===== config.mk =====
export PLATFORM = sky130hd
export DESIGN_NAME = receiver
export DESIGN_NICKNAME = d
export VERILOG_FILES = /design/src/rtl/uart_pkg.sv /design/src/rtl/sync_2ff.sv /design/src/rtl/receiver.sv
export SDC_FILE = /design/constraint.sdc
export NUM_CORES = 1
export LEC_CHECK = 0
export ABC_AREA = 1
export CAP_MARGIN = 15
export CORE_ASPECT_RATIO = 1.2
export CORE_MARGIN = 1.5
export CORE_UTILIZATION = 45
export CTS_BUF_LIST = sky130_fd_sc_hd__clkbuf_4 sky130_fd_sc_hd__clkbuf_8
export DETAILED_ROUTE_END_ITERATION = 6
export PLACE_DENSITY_LB_ADDON = 0.05
export SLEW_MARGIN = 10
export SYNTH_ARGS = -nofsm -noshare
export SYNTH_HDL_FRONTEND = slang
export SYNTH_HIERARCHICAL = 1
export SYNTH_SLANG_ARGS = --single-unit

===== constraint.sdc =====
create_clock -name clk -period 1.5 [get_ports clk]
set_input_delay 0.3 -clock clk [delete_from_list [all_inputs] [get_ports clk]]
set_output_delay 0.3 -clock clk [all_outputs]
set_load 0.01 [all_outputs]

===== src/rtl/uart_pkg.sv =====
// Shared UART definitions: receive-state encodings, parity sense, key and oversampling constants.
package uart_pkg;

  typedef enum logic [2:0] {
    IDLE   = 3'd0,
    START  = 3'd1,
    DATA   = 3'd2,
    PARITY = 3'd3,
    STOP   = 3'd4
  } rx_state_e;

  localparam logic PARITY_EVEN = 1'b0;
  localparam logic PARITY_ODD  = 1'b1;

  localparam logic [7:0] XOR_KEY_DEFAULT = 8'h45;

  // Ticks per bit period and the tick index treated as mid-bit.
  localparam int         OVERSAMPLE  = 16;
  localparam logic [3:0] MID_SAMPLE  = 4'd7;
  localparam logic [3:0] LAST_SAMPLE = 4'(OVERSAMPLE - 1);

  // Parity bit a transmitter attaches to a byte; odd_i selects odd parity.
  function automatic logic parity_bit(input logic [7:0] byte_i, input logic odd_i);
    return (^byte_i) ^ odd_i;
  endfunction

endpackage


===== src/rtl/sync_2ff.sv =====
// Two-flop synchroniser for an asynchronous level; both flops reset to 1 (idle line level).
module sync_2ff (
  input  logic clk,
  input  logic rst,
  input  logic d_i,
  output logic q_o
);

  logic meta_q;
  logic sync_q;

  // Shift the asynchronous input through two flops to settle metastability.
  always_ff @(posedge clk or posedge rst) begin
    if (rst) begin
      meta_q <= 1'b1;
      sync_q <= 1'b1;
    end else begin
      meta_q <= d_i;
      sync_q <= meta_q;
    end
  end

  assign q_o = sync_q;

endmodule


===== src/rtl/receiver.sv =====
// UART receiver: 16x oversampled start/data/parity/stop capture, parity check on the
// encrypted byte, XOR decryption and a ready/clear handshake with error flags.
module receiver
  import uart_pkg::*;
#(
  parameter bit         PARITY_EN   = 1'b1,
  parameter bit         PARITY_TYPE = PARITY_EVEN,
  parameter logic [7:0] XOR_KEY     = XOR_KEY_DEFAULT
) (
  input  logic       clk,
  input  logic       rst,
  input  logic       baud_tick2,
  input  logic       rx,
  input  logic       rdy_clr,
  output logic [7:0] data_out,
  output logic       ready,
  output logic       parity_err,
  output logic       frame_err,
  output logic       overrun,
  output logic       busy
);

  logic       rx_s;
  rx_state_e  state_q;
  logic [3:0] cnt_q;
  logic [2:0] bit_idx_q;
  logic [7:0] shift_q;
  logic       p_rx_q;
  logic       armed_q;
  logic [7:0] data_q;
  logic       ready_q;
  logic       parity_err_q;
  logic       frame_err_q;
  logic       overrun_q;
  logic       busy_q;

  sync_2ff u_rx_sync (
    .clk (clk),
    .rst (rst),
    .d_i (rx),
    .q_o (rx_s)
  );

  // Receive FSM plus handshake: state advances on ticks, ready/overrun clearing acts every cycle.
  always_ff @(posedge clk or posedge rst) begin
    if (rst) begin
      state_q      <= IDLE;
      cnt_q        <= 4'd0;
      bit_idx_q    <= 3'd0;
      shift_q      <= 8'h00;
      p_rx_q       <= 1'b0;
      armed_q      <= 1'b0;
      data_q       <= 8'h00;
      ready_q      <= 1'b0;
      parity_err_q <= 1'b0;
      frame_err_q  <= 1'b0;
      overrun_q    <= 1'b0;
      busy_q       <= 1'b0;
    end else begin
      if (rdy_clr) begin
        ready_q   <= 1'b0;
        overrun_q <= 1'b0;
      end
      if (baud_tick2) begin
        case (state_q)
          IDLE: begin
            // A start edge only counts once the line has been seen idle-high,
            // so a held-low break cannot retrigger frames.
            if (rx_s) begin
              armed_q <= 1'b1;
            end else if (armed_q) begin
              state_q <= START;
              cnt_q   <= 4'd0;
              armed_q <= 1'b0;
              busy_q  <= 1'b1;
            end
          end
          START: begin
            if (cnt_q == MID_SAMPLE) begin
              cnt_q <= 4'd0;
              if (!rx_s) begin
                state_q   <= DATA;
                bit_idx_q <= 3'd0;
              end else begin
                // Line went back high before mid-start: treat as a glitch.
                state_q <= IDLE;
                busy_q  <= 1'b0;
              end
            end else begin
              cnt_q <= cnt_q + 4'd1;
            end
          end
          DATA: begin
            if (cnt_q == LAST_SAMPLE) begin
              cnt_q            <= 4'd0;
              shift_q[bit_idx_q] <= rx_s;
              if (bit_idx_q == 3'd7) begin
                bit_idx_q <= 3'd0;
                if (PARITY_EN) begin
                  state_q <= PARITY;
                end else begin
                  state_q <= STOP;
                end
              end else begin
                bit_idx_q <= bit_idx_q + 3'd1;
              end
            end else begin
              cnt_q <= cnt_q + 4'd1;
            end
          end
          PARITY: begin
            if (cnt_q == LAST_SAMPLE) begin
              cnt_q   <= 4'd0;
              p_rx_q  <= rx_s;
              state_q <= STOP;
            end else begin
              cnt_q <= cnt_q + 4'd1;
            end
          end
          STOP: begin
            if (cnt_q == LAST_SAMPLE) begin
              cnt_q        <= 4'd0;
              state_q      <= IDLE;
              busy_q       <= 1'b0;
              data_q       <= shift_q ^ XOR_KEY;
              ready_q      <= 1'b1;
              frame_err_q  <= ~rx_s;
              // A clear arriving with completion acknowledges the old byte.
              overrun_q    <= (overrun_q | ready_q) & ~rdy_clr;
              if (PARITY_EN) begin
                parity_err_q <= (p_rx_q != parity_bit(shift_q, PARITY_TYPE));
              end else begin
                parity_err_q <= 1'b0;
              end
              if (!rx_s) begin
                armed_q <= 1'b0;
              end
            end else begin
              cnt_q <= cnt_q + 4'd1;
            end
          end
          default: begin
            state_q <= IDLE;
            cnt_q   <= 4'd0;
            busy_q  <= 1'b0;
          end
        endcase
      end
    end
  end

  assign data_out   = data_q;
  assign ready      = ready_q;
  assign parity_err = parity_err_q;
  assign frame_err  = frame_err_q;
  assign overrun    = overrun_q;
  assign busy       = busy_q;

endmodule


# Word-level counts from Yosys, hierarchy flattened
# Cells that the tools add are included.
# op_classes
n_addsub	2
order_cmp	2
eq_ne	18
muxes	40
bitwise_logic	6
n_reduce_logical	15
# op_table
operator	count
two-way mux 3 bit	11
inequality test 2 bit (second input constant)	9
two-way mux 1 bit	17
two-way mux 4 bit	4
case mux 3 bit (5 select lines)	1
case mux 4 bit (3 select lines)	1
AND reduction 3 bit	4
bitwise mux 8 bit	1
AND reduction 8 bit	1
parity 8 bit	1
AND reduction 7 bit	1
== test 3 x 2 -> 1 bit (second input constant)	2
== test 3 bit (second input constant)	2
case mux 3 bit (2 select lines)	1
AND reduction 5 bit	1
adder 4 x 1 -> 4 bit (second input constant)	1
== test 4 x 3 -> 1 bit (second input constant)	1
== test 4 bit (second input constant)	1
less-than comparator 3 x 4 -> 1 bit (second input constant)	1
case mux 1 bit (4 select lines)	1
AND reduction 4 bit	1
nonzero test 2 bit	2
adder 3 x 1 -> 3 bit (second input constant)	1
demux 1 bit (select 3 bit)	1
14 further kinds	16
# totals
regBits	35
inputBits	5

# Logic depth before layout (Yosys ltp)
# Gate-level depths: netlist of run 1.
# logic_depth
ltp_word	5
ltp_mapped	10
ltp_nobuf	10

# Modules after synthesis
# The synthesis of run 1 kept the hierarchy.
# by_module_without_submodules
mod	instances	cells_each	area_each_um2	seq_area_each_um2
receiver	1	226	1784.2	825.8
sync_2ff	1	3	56.3	52.6

# Worst setup path after synthesis of run 1
# No wires, ideal clock.
# synth_timing
path_kind	register -> register
startpoint	register bit_idx_q[0]
endpoint	register bit_idx_q[0]
setup_ns	0.077
arrival_ns	1.288
path_slack_ns	0.134
path_stages_with_launch	7
synth_period_minus_slack_ns	1.366
cell_sequence	dfrtp_1 -> ha_1 -> ha_1 -> or2_4 -> nor2_2 -> nor2_1 -> a21oi_1
# synth_between
elab_chain_len	4
elab_cells_between_ends	5
classes_between	add/sub (1); eq/ne (1); mux (3)
# synth_rtl
item	line_no	rtl
start, declared	receiver.sv:26	logic [2:0] bit_idx_q;
start signal, assigned	receiver.sv:105	bit_idx_q <= bit_idx_q + 3'd1;
adder 3 x 1 -> 3 bit / == test 3 bit (equally long branches)	receiver.sv:105, receiver.sv:97	
two-way mux 3 bit (*)	receiver.sv:97	if (bit_idx_q == 3'd7) begin
two-way mux 3 bit (*)	receiver.sv:94	if (cnt_q == LAST_SAMPLE) begin
case mux 3 bit (2 select lines) (*)	receiver.sv:65	case (state_q)
# Mark *: on every way between the ends. The rest lies on a longest branch, timed or not. The select of a mux whose other input is x is not followed.
# A chain may end at the register's enable or synchronous reset.

# Worst setup path in the final report of run 1
# layout_timing
startpoint	register cnt_q[1]
endpoint	register shift_q[4]
# layout_between
elab_chain_len	2
# layout_rtl
item	line_no	rtl
start, declared	receiver.sv:25	logic [3:0] cnt_q;
start signal, assigned	receiver.sv:90	cnt_q <= cnt_q + 4'd1;
start signal, assigned	receiver.sv:108	cnt_q <= cnt_q + 4'd1;
start signal, assigned	receiver.sv:117	cnt_q <= cnt_q + 4'd1;
== test 4 bit	receiver.sv:94	
AND reduction 3 bit (no source line)	n/a	
end signal, assigned by index	receiver.sv:96	shift_q[bit_idx_q] <= rx_s;
end, declared	receiver.sv:27	logic [7:0] shift_q;
# Every way passes these cells.

==> results by group, run 1 <==
Run status
  • Status: complete, no violations

Power and ir drop
  • Sw Ratio: 35.7%
  • PwrDens: 1210 nW/um2
  • Maximum vdd ir drop: 677 uV
  • Sequential share of power: 42.5%
  • Clk pwr share: 25.6%
  • Design Power: 0.00280 W
  • Pint: 0.00180 W
  • Net Switching: 0.000999 W
  • Logic pwr share: 31.9%
  • Pleak: 1.39 nW

Global routing
  • GRT overflow: 0
  • GRT Total Usage: 17.5%
  • Antenna violations before repair: 0
  • Pin count of the biggest net entering global routing: 34
  • First-pass GRT wire length: 5890 um
  • Vias in the first global route: 1,405

STA
  • Total negative setup slack: 0 ns
  • Slew of the pin with the lowest slew margin: 0.269 ns
  • Slack of the critical path: 0.0698 ns
  • Peak Freq: 699 MHz
  • Slew margin rel.: 82.1%
  • Final hold violation count: 0
  • RSZ-0062 raised after global routing: true
  • Final Setup Violations: 0
  • Min cycle time layout: 1.43 ns
  • Fin Hold WS: 0.349 ns
  • Period utilization: 95.3%
  • Clock skew: 0.00940 ns
  • Slew Limit Fails: 0

Synth
  • Syn Area/Cell: 8.04 um2
  • Synth area leader: dfrtp_1
  • Synthesized cell area: 1840 um2
  • Yosys warning count: 6
  • Synth area leaders: dfrtp_1 (45%), nand2_1 (15%), inv_1 (5.9%), nand3_1 (4.9%), o21ai_1 (3.0%)
  • Post-Syn Nets: 237
  • Post-Syn Instances: 229
  • Synth Area in Compound Gates: 8.09%
  • Yosys reg bits: 35
  • Register area share after synthesis: 47.7%
  • Post-synth top area share: 44.9%
  • Synth cell types: 24
  • XOR/XNOR Fraction of Synth Area: 1.43%
  • Simple-gate share of the synthesized area: 32.8%
  • Largest family of logic cells by synthesized area: simple AND/OR/NAND/NOR gates
  • Synth Area in Adders: 2.04%
  • Mux share of post-synthesis cell area: 0%

Critical path
  • Critical Path Fanout Max: 5
  • CP Data Required Time: 1.66 ns
  • Slowest CP cell: dfrtp_1
  • Crit end category: flip-flop
  • Worst path max stage delay: 0.42 ns
  • CP delay by family, top: simple AND/OR/NAND/NOR gates
  • Setup CP Type: flip-flop to flip-flop
  • Crit path cell chain: ha_4 > nand2_4 > nor2_4 > nand2_4 > nor2_4 > nand3_1 > nand2_1 > o21ai_0
  • Worst path bufs/invs: 0
  • Crit path arrival time: 1.59 ns
  • Crit start category: flip-flop

CTS
  • Hold Buf Count CTS: 0
  • Clk pin slew, worst setup/hold paths: 0.07 ns
  • H-tree depth: 2
  • Clk_lat worst skew: 0.29 ns
  • CTS Sinks: 35
  • Num CTS Buffers: 5
  • CTS tree: done
  • Clock Tree Root: clkbuf_8
  • Clk buf depth: 2

Placement
  • Port bufs: 17
  • Place WS: -0.0581 ns
  • GP Congestion: 0.910
  • Hpwl dp: 2560 um

Cells and area
  • Share of layout cells above drive strength 1: 19.5%
  • NumNets Final: 269
  • Multi-input logic area: 848 um2
  • Synthesis-to-layout area growth: 25.3%
  • Fill count: 374
  • Reg area: 878 um2
  • Antenna diode count: 0

Die
  • # IOs: 18
  • Die Area: 4480 um2
  • Die Ht: 73.1 um
  • DIE WIDTH: 61.4 um
  • Starting Density: 46.7%
  • Std cell rows: 25
  • Core area: 3940 um2

Route
  • Drt wl/cell: 10.9 um
  • Initial DRC Count: 59
  • Via/cell ratio: 4.73
  • Final ANT Viol Nets: 0
  • Drc violations: 0
  • WL final: 3440 um
  • DR pass1 iterations: 4
  • DR vias: 1,495

Worst hold path
  • Hold/Removal Path Class: flip-flop to flip-flop

Job
  • Max Cap Violations: 0
## flip-flops by register name (all words and copies together), names as in the netlist
register          flops
parity_err            1
ready                 1
u_rx_sync/q_o         1
data_out              8
busy                  1
shift_q               8
frame_err             1
cnt_q                 4
u_rx_sync/meta_q      1
armed_q               1
overrun               1
bit_idx_q             3
p_rx_q                1
state_q               3
## per-layer routing
metal  global-route usage, %  part of all wire [%]
met5                       0                     0
met4                    5.67                   1.3
met3                    4.79                   4.2
met2                    30.5                    53
met1                    20.5                    42
## layout by cell type, fill, tap and decap left out, drive strengths merged
cell type / n
inv: 36
or2: 1
nor3: 1
clkinv: 1
clkbuf: 7
clkdlybuf4s50: 4
xor2: 1
o21ai: 23
xnor2: 2
dfrtp: 33
ha: 3
nand4: 3
nor2: 20
dfstp: 2
dlymetal6s2s: 12
a21oi: 3
nand3: 21
buf: 9
dlygate4sd2: 1
nand2: 79
## power groups by stage
stage	Sequential [W]	Combinational (W)	Clock, W
floorplan	0.00120	0.000577	0
global placement	0.00119	0.000828	0
detailed placement	0.00119	0.000831	0
CTS	0.00117	0.000833	0.000741
global route	0.00120	0.00104	0.000791
finish	0.00119	0.000892	0.000717
## cell families after synthesis
kind of cell | after synthesis
AND/OR/NAND/NOR | 125
buffers and inverters | 37
flip-flops | 35
AO/OA/AOI/OAI | 26
XOR/XNOR | 3
adder cells (fa/ha/maj) | 3
## cell type report
type | count | share of cell area [%]
repair buffers | 26 | 12.1
well taps | 54 | 2.93
multi-input cells | 157 | 36.8
clock inverters | 1 | 0.217
inverters | 36 | 5.97
flip-flops and latches | 35 | 38.1
clock buffers | 7 | 3.91
## synthesized netlist by cell type, drive strengths merged
master  instances
dfstp           2
inv            36
buf             1
nor3            1
nand4           3
ha              3
or2             1
xnor2           2
a21oi           3
o21ai          23
nand2          79
xor2            1
nand3          21
dfrtp          33
nor2           20
## per-stage QoR
step | utilization, % | std cells | cell area, um2
CTS | 56.3 | 313 | 2220
detailed placement | 53.9 | 305 | 2120
finish | 58.5 | 316 | 2310
floorplan | - | 229 | 1840
global route | 58.5 | 316 | 2310
global placement | 53.9 | 305 | 2120
## repair_timing
item / CTS / global route
pin swaps: 0 / 5
resized for setup: 1 / 20
buffers inserted: 0 / 3
setup endpoints to repair: 1 / 35
endpoints found under the hold margin: 0 / 0
## worst reg2reg max path: cells and delay by family (launching register included)
family | cells | cell delay [ns]
simple gates | 6 | 0.65
flops | 1 | 0.42
fa+ha+maj | 1 | 0.17
compound gates | 1 | 0.07
## worst paths after layout
| path | startpoint | end | slack, ns | cells after the start |
|---|---|---|---|---|
| setup / recovery | cnt_q[1]$_DFFE_PP0P_ | shift_q[4]$_DFFE_PP0P_ | 0.07 | 8 |
| hold / removal | u_rx_sync/meta_q$_DFF_PP1_ | u_rx_sync/q_o$_DFF_PP1_ | 0.35 | 0 |
| setup reg to reg | cnt_q[1]$_DFFE_PP0P_ | shift_q[4]$_DFFE_PP0P_ | 0.07 | 8 |
| hold reg to reg | u_rx_sync/meta_q$_DFF_PP1_ | u_rx_sync/q_o$_DFF_PP1_ | 0.35 | 0 |
| max in group asynchronous | rst | shift_q[4]$_DFFE_PP0P_ | 0.94 | 3 |
| min in group asynchronous | rst | u_rx_sync/q_o$_DFF_PP1_ | 0.37 | 2 |
(Power assumes the default switching activity.)
==> inputs of run 2 (changes only) <==
--- a/config.mk
+++ b/config.mk
@@ -12,6 +12,7 @@
 export CORE_UTILIZATION = 45
 export CTS_BUF_LIST = sky130_fd_sc_hd__clkbuf_4 sky130_fd_sc_hd__clkbuf_8
 export DETAILED_ROUTE_END_ITERATION = 6
+export GPL_ROUTABILITY_DRIVEN = 0
 export PLACE_DENSITY_LB_ADDON = 0.05
 export SLEW_MARGIN = 10
 export SYNTH_ARGS = -nofsm -noshare
==> constraint.sdc (replaced) <==
create_clock -name clk -period 1.8 [get_ports clk]
set_input_delay 0.36 -clock clk [delete_from_list [all_inputs] [get_ports clk]]
set_output_delay 0.36 -clock clk [all_outputs]
set_load 0.01 [all_outputs]
==> run 2 against run 1 <==
Register-to-register slack improved by 0.25 ns. Clock power decreased by 17%. Power is 20% lower. Sequential power fell by 17%. Routed wire length down 2.6%.
==> results by group, run 2 (synthesis results as in run 1) <==
Run status
  • Status: complete, no violations (unchanged)

CTS
  • CTS Sinks: 35 (unchanged)
  • Num CTS Buffers: 5 (unchanged)
  • Clk_lat worst skew: 0.29 ns (about the same)
  • Clk pin slew, worst setup/hold paths: 0.07 ns (about the same)
  • H-tree depth: 2 (unchanged)
  • Postcts setup bufs: 0 (unchanged)
  • Post-CTS sizing: 0 (was 1)
  • CTS tree: done (unchanged)
  • Clk buf depth: 2 (unchanged)
  • Hold Buf Count CTS: 0 (unchanged)
  • Clock Tree Root: clkbuf_8 (unchanged)

Critical path
  • Setup CP Type: flip-flop to primary output (was flip-flop to flip-flop)
  • Crit start category: flip-flop (unchanged)
  • FF-to-FF setup slack: 0.32 ns (was 0.07 ns)
  • Slowest CP cell: clkdlybuf4s50_1 (was dfrtp_1)
  • Crit end category: primary output (was flip-flop)
  • R2R Path End: frame_err$_DFFE_PP0P_ (was shift_q[4]$_DFFE_PP0P_)
  • CP delay by family, top: buffers and inverters (was simple AND/OR/NAND/NOR gates)
  • Worst flop-to-flop path startpoint: cnt_q[0]$_DFFE_PP0P_ (was cnt_q[1]$_DFFE_PP0P_)
  • Worst path max stage delay: 0.54 ns (was 0.42 ns)
  • Critical path depth: 1 (was 8)
  • Register-to-Register Path Depth: 8 (unchanged)
  • Critical Path Fanout Max: 3 (was 5)
  • Crit path cell chain: clkdlybuf4s50_1 (was ha_4 > nand2_4 > nor2_4 > nand2_4 > nor2_4 > nand3_1 > nand2_1 > o21ai_0)
  • CP Data Required Time: 1.44 ns (was 1.66 ns)
  • Worst path bufs/invs: 1 (was 0)
  • Crit path arrival time: 1.20 ns (was 1.59 ns)

Cells and area
  • NumNets Final: 262 (was 269)
  • Fill count: 404 (was 374)
  • Antenna diode count: 0 (unchanged)
  • Synthesis-to-layout area growth: 18.3% (was 25.3%)
  • Share of layout cells above drive strength 1: 16.1% (was 19.5%)
  • Multi-input logic area: 816 um2 (was 848 um2)
  • Post-route cell area: 2180 um2 (was 2310 um2)
  • Commonest cells after routing, fill and taps aside: nand2_1 (73), dfrtp_1 (33), inv_1 (29) (unchanged)
  • Reg area: 878 um2 (unchanged)
  • Most common cell after layout, fill and taps aside: nand2_1 (unchanged)

Power and ir drop
  • Sw Ratio: 35.5% (was 35.7%)
  • Net Switching: 0.000793 W (was 0.000999 W)
  • Sequential share of power: 44.1% (was 42.5%)
  • Maximum vdd ir drop: 688 uV (was 677 uV)
  • Logic pwr share: 29.5% (was 31.9%)
  • Clk pwr share: 26.5% (was 25.6%)
  • Design Power: 0.00224 W (was 0.00280 W)
  • PwrDens: 1030 nW/um2 (was 1210 nW/um2)
  • Pint: 0.00144 W (was 0.00180 W)
  • Pleak: 1.11 nW (was 1.39 nW)

STA
  • Total negative setup slack: 0 ns (unchanged)
  • Slew margin rel.: 71.8% (was 82.1%)
  • Clock skew: 0.00893 ns (was 0.00940 ns)
  • Slew of the pin with the lowest slew margin: 0.423 ns (was 0.269 ns)
  • Final Setup Violations: 0 (unchanged)
  • Peak Freq: 640 MHz
  • Min cycle time layout: 1.56 ns
  • Period utilization: 86.8%
  • Final hold violation count: 0 (unchanged)
  • RSZ-0062 raised after global routing: false (was true)
  • Slew Limit Fails: 0 (unchanged)

Worst hold path
  • Hold_sp: u_rx_sync/meta_q$_DFF_PP1_ (unchanged)
  • Hold-critical path depth: 0 (unchanged)
  • Hold/Removal Path Class: flip-flop to flip-flop (unchanged)
  • Hold Path Sink: u_rx_sync/q_o$_DFF_PP1_ (unchanged)

Global routing
  • GRT Total Usage: 17.8% (was 17.5%)
  • Vias in the first global route: 1,424 (was 1,405)
  • Antenna violations before repair: 0 (unchanged)
  • Pin count of the biggest net entering global routing: 34 (unchanged)
  • GRT overflow: 0 (unchanged)
  • First-pass GRT wire length: 5870 um (was 5890 um)

Route
  • DR vias: 1,458 (was 1,495)
  • Via/cell ratio: 4.72 (was 4.73)
  • Initial DRC Count: 71 (was 59)
  • Drt wl/cell: 10.9 um (about the same)
  • Final ANT Viol Nets: 0 (unchanged)
  • WL final: 3360 um (was 3440 um)
  • Drc violations: 0 (unchanged)
  • DR pass1 iterations: 4 (unchanged)

Placement
  • Hpwl dp: 2540 um (was 2560 um)
  • Area after DPL: 2080 um2 (was 2120 um2)
  • Port bufs: 17 (unchanged)

Die
  • Die Ht: 73.1 um (unchanged)
  • Die Area: 4480 um2 (unchanged)
  • Starting Density: 46.7% (unchanged)
  • Std cell rows: 25 (unchanged)
  • DIE WIDTH: 61.4 um (unchanged)
  • # IOs: 18 (unchanged)
  • Core area: 3940 um2 (unchanged)

Job
  • Max Cap Violations: 0 (unchanged)
## run 2: stage by stage
stage / hold slack, ns / std cells / setup WS, ns / util (%)
after floorplan: 0.272 / 229 / 0.434 / -
after global placement: 0.347 / 301 / 0.141 / 52.8
after detailed placement: 0.347 / 301 / 0.0970 / 52.8
after CTS: 0.361 / 309 / 0.217 / 55.2
after global routing: 0.362 / 309 / 0.187 / 55.2
final: 0.359 / 309 / 0.237 / 55.2
## run 2: power groups by stage
stage | registers [W] | logic, W | clock network, W
final | 0.000986 | 0.000659 | 0.000592
after global placement | 0.000996 | 0.000658 | 0
after detailed placement | 0.000997 | 0.000666 | 0
after CTS | 0.000987 | 0.000670 | 0.000622
after global routing | 0.00100 | 0.000756 | 0.000648
after floorplan | 0.000999 | 0.000481 | 0
## run 2: layout make-up
class	count	area share (%)
clock buffer	7	4.14
clock inverter	1	0.230
inverter	36	6.21
multi-input combinational	157	37.5
sequential	35	40.3
tap	54	3.10
timing repair buffer	19	8.51
## run 2: worst max-delay path by stage
stage | endpoint | startpoint
2_1_floorplan | bit_idx_q[0]$_DFFE_PP0P_ | bit_idx_q[0]$_DFFE_PP0P_
3_5_place_dp | frame_err$_DFFE_PP0P_ | baud_tick2
3_3_place_gp | frame_err$_DFFE_PP0P_ | baud_tick2
4_1_cts | ready | ready$_DFF_PP0_
5_1_grt | frame_err$_DFFE_PP0P_ | cnt_q[0]$_DFFE_PP0P_
6_report | ready | ready$_DFF_PP0_
## run 2: metal layers
layer / global-route usage (%) / up-vias / share of wire, %
met5: 0 / - / 0
met2: 32.5 / 23 / 54
met3: 4.26 / 10 / 2.7
li1: - / 765 / -
met4: 8.51 / 0 / 2.6
met1: 18.5 / 660 / 41
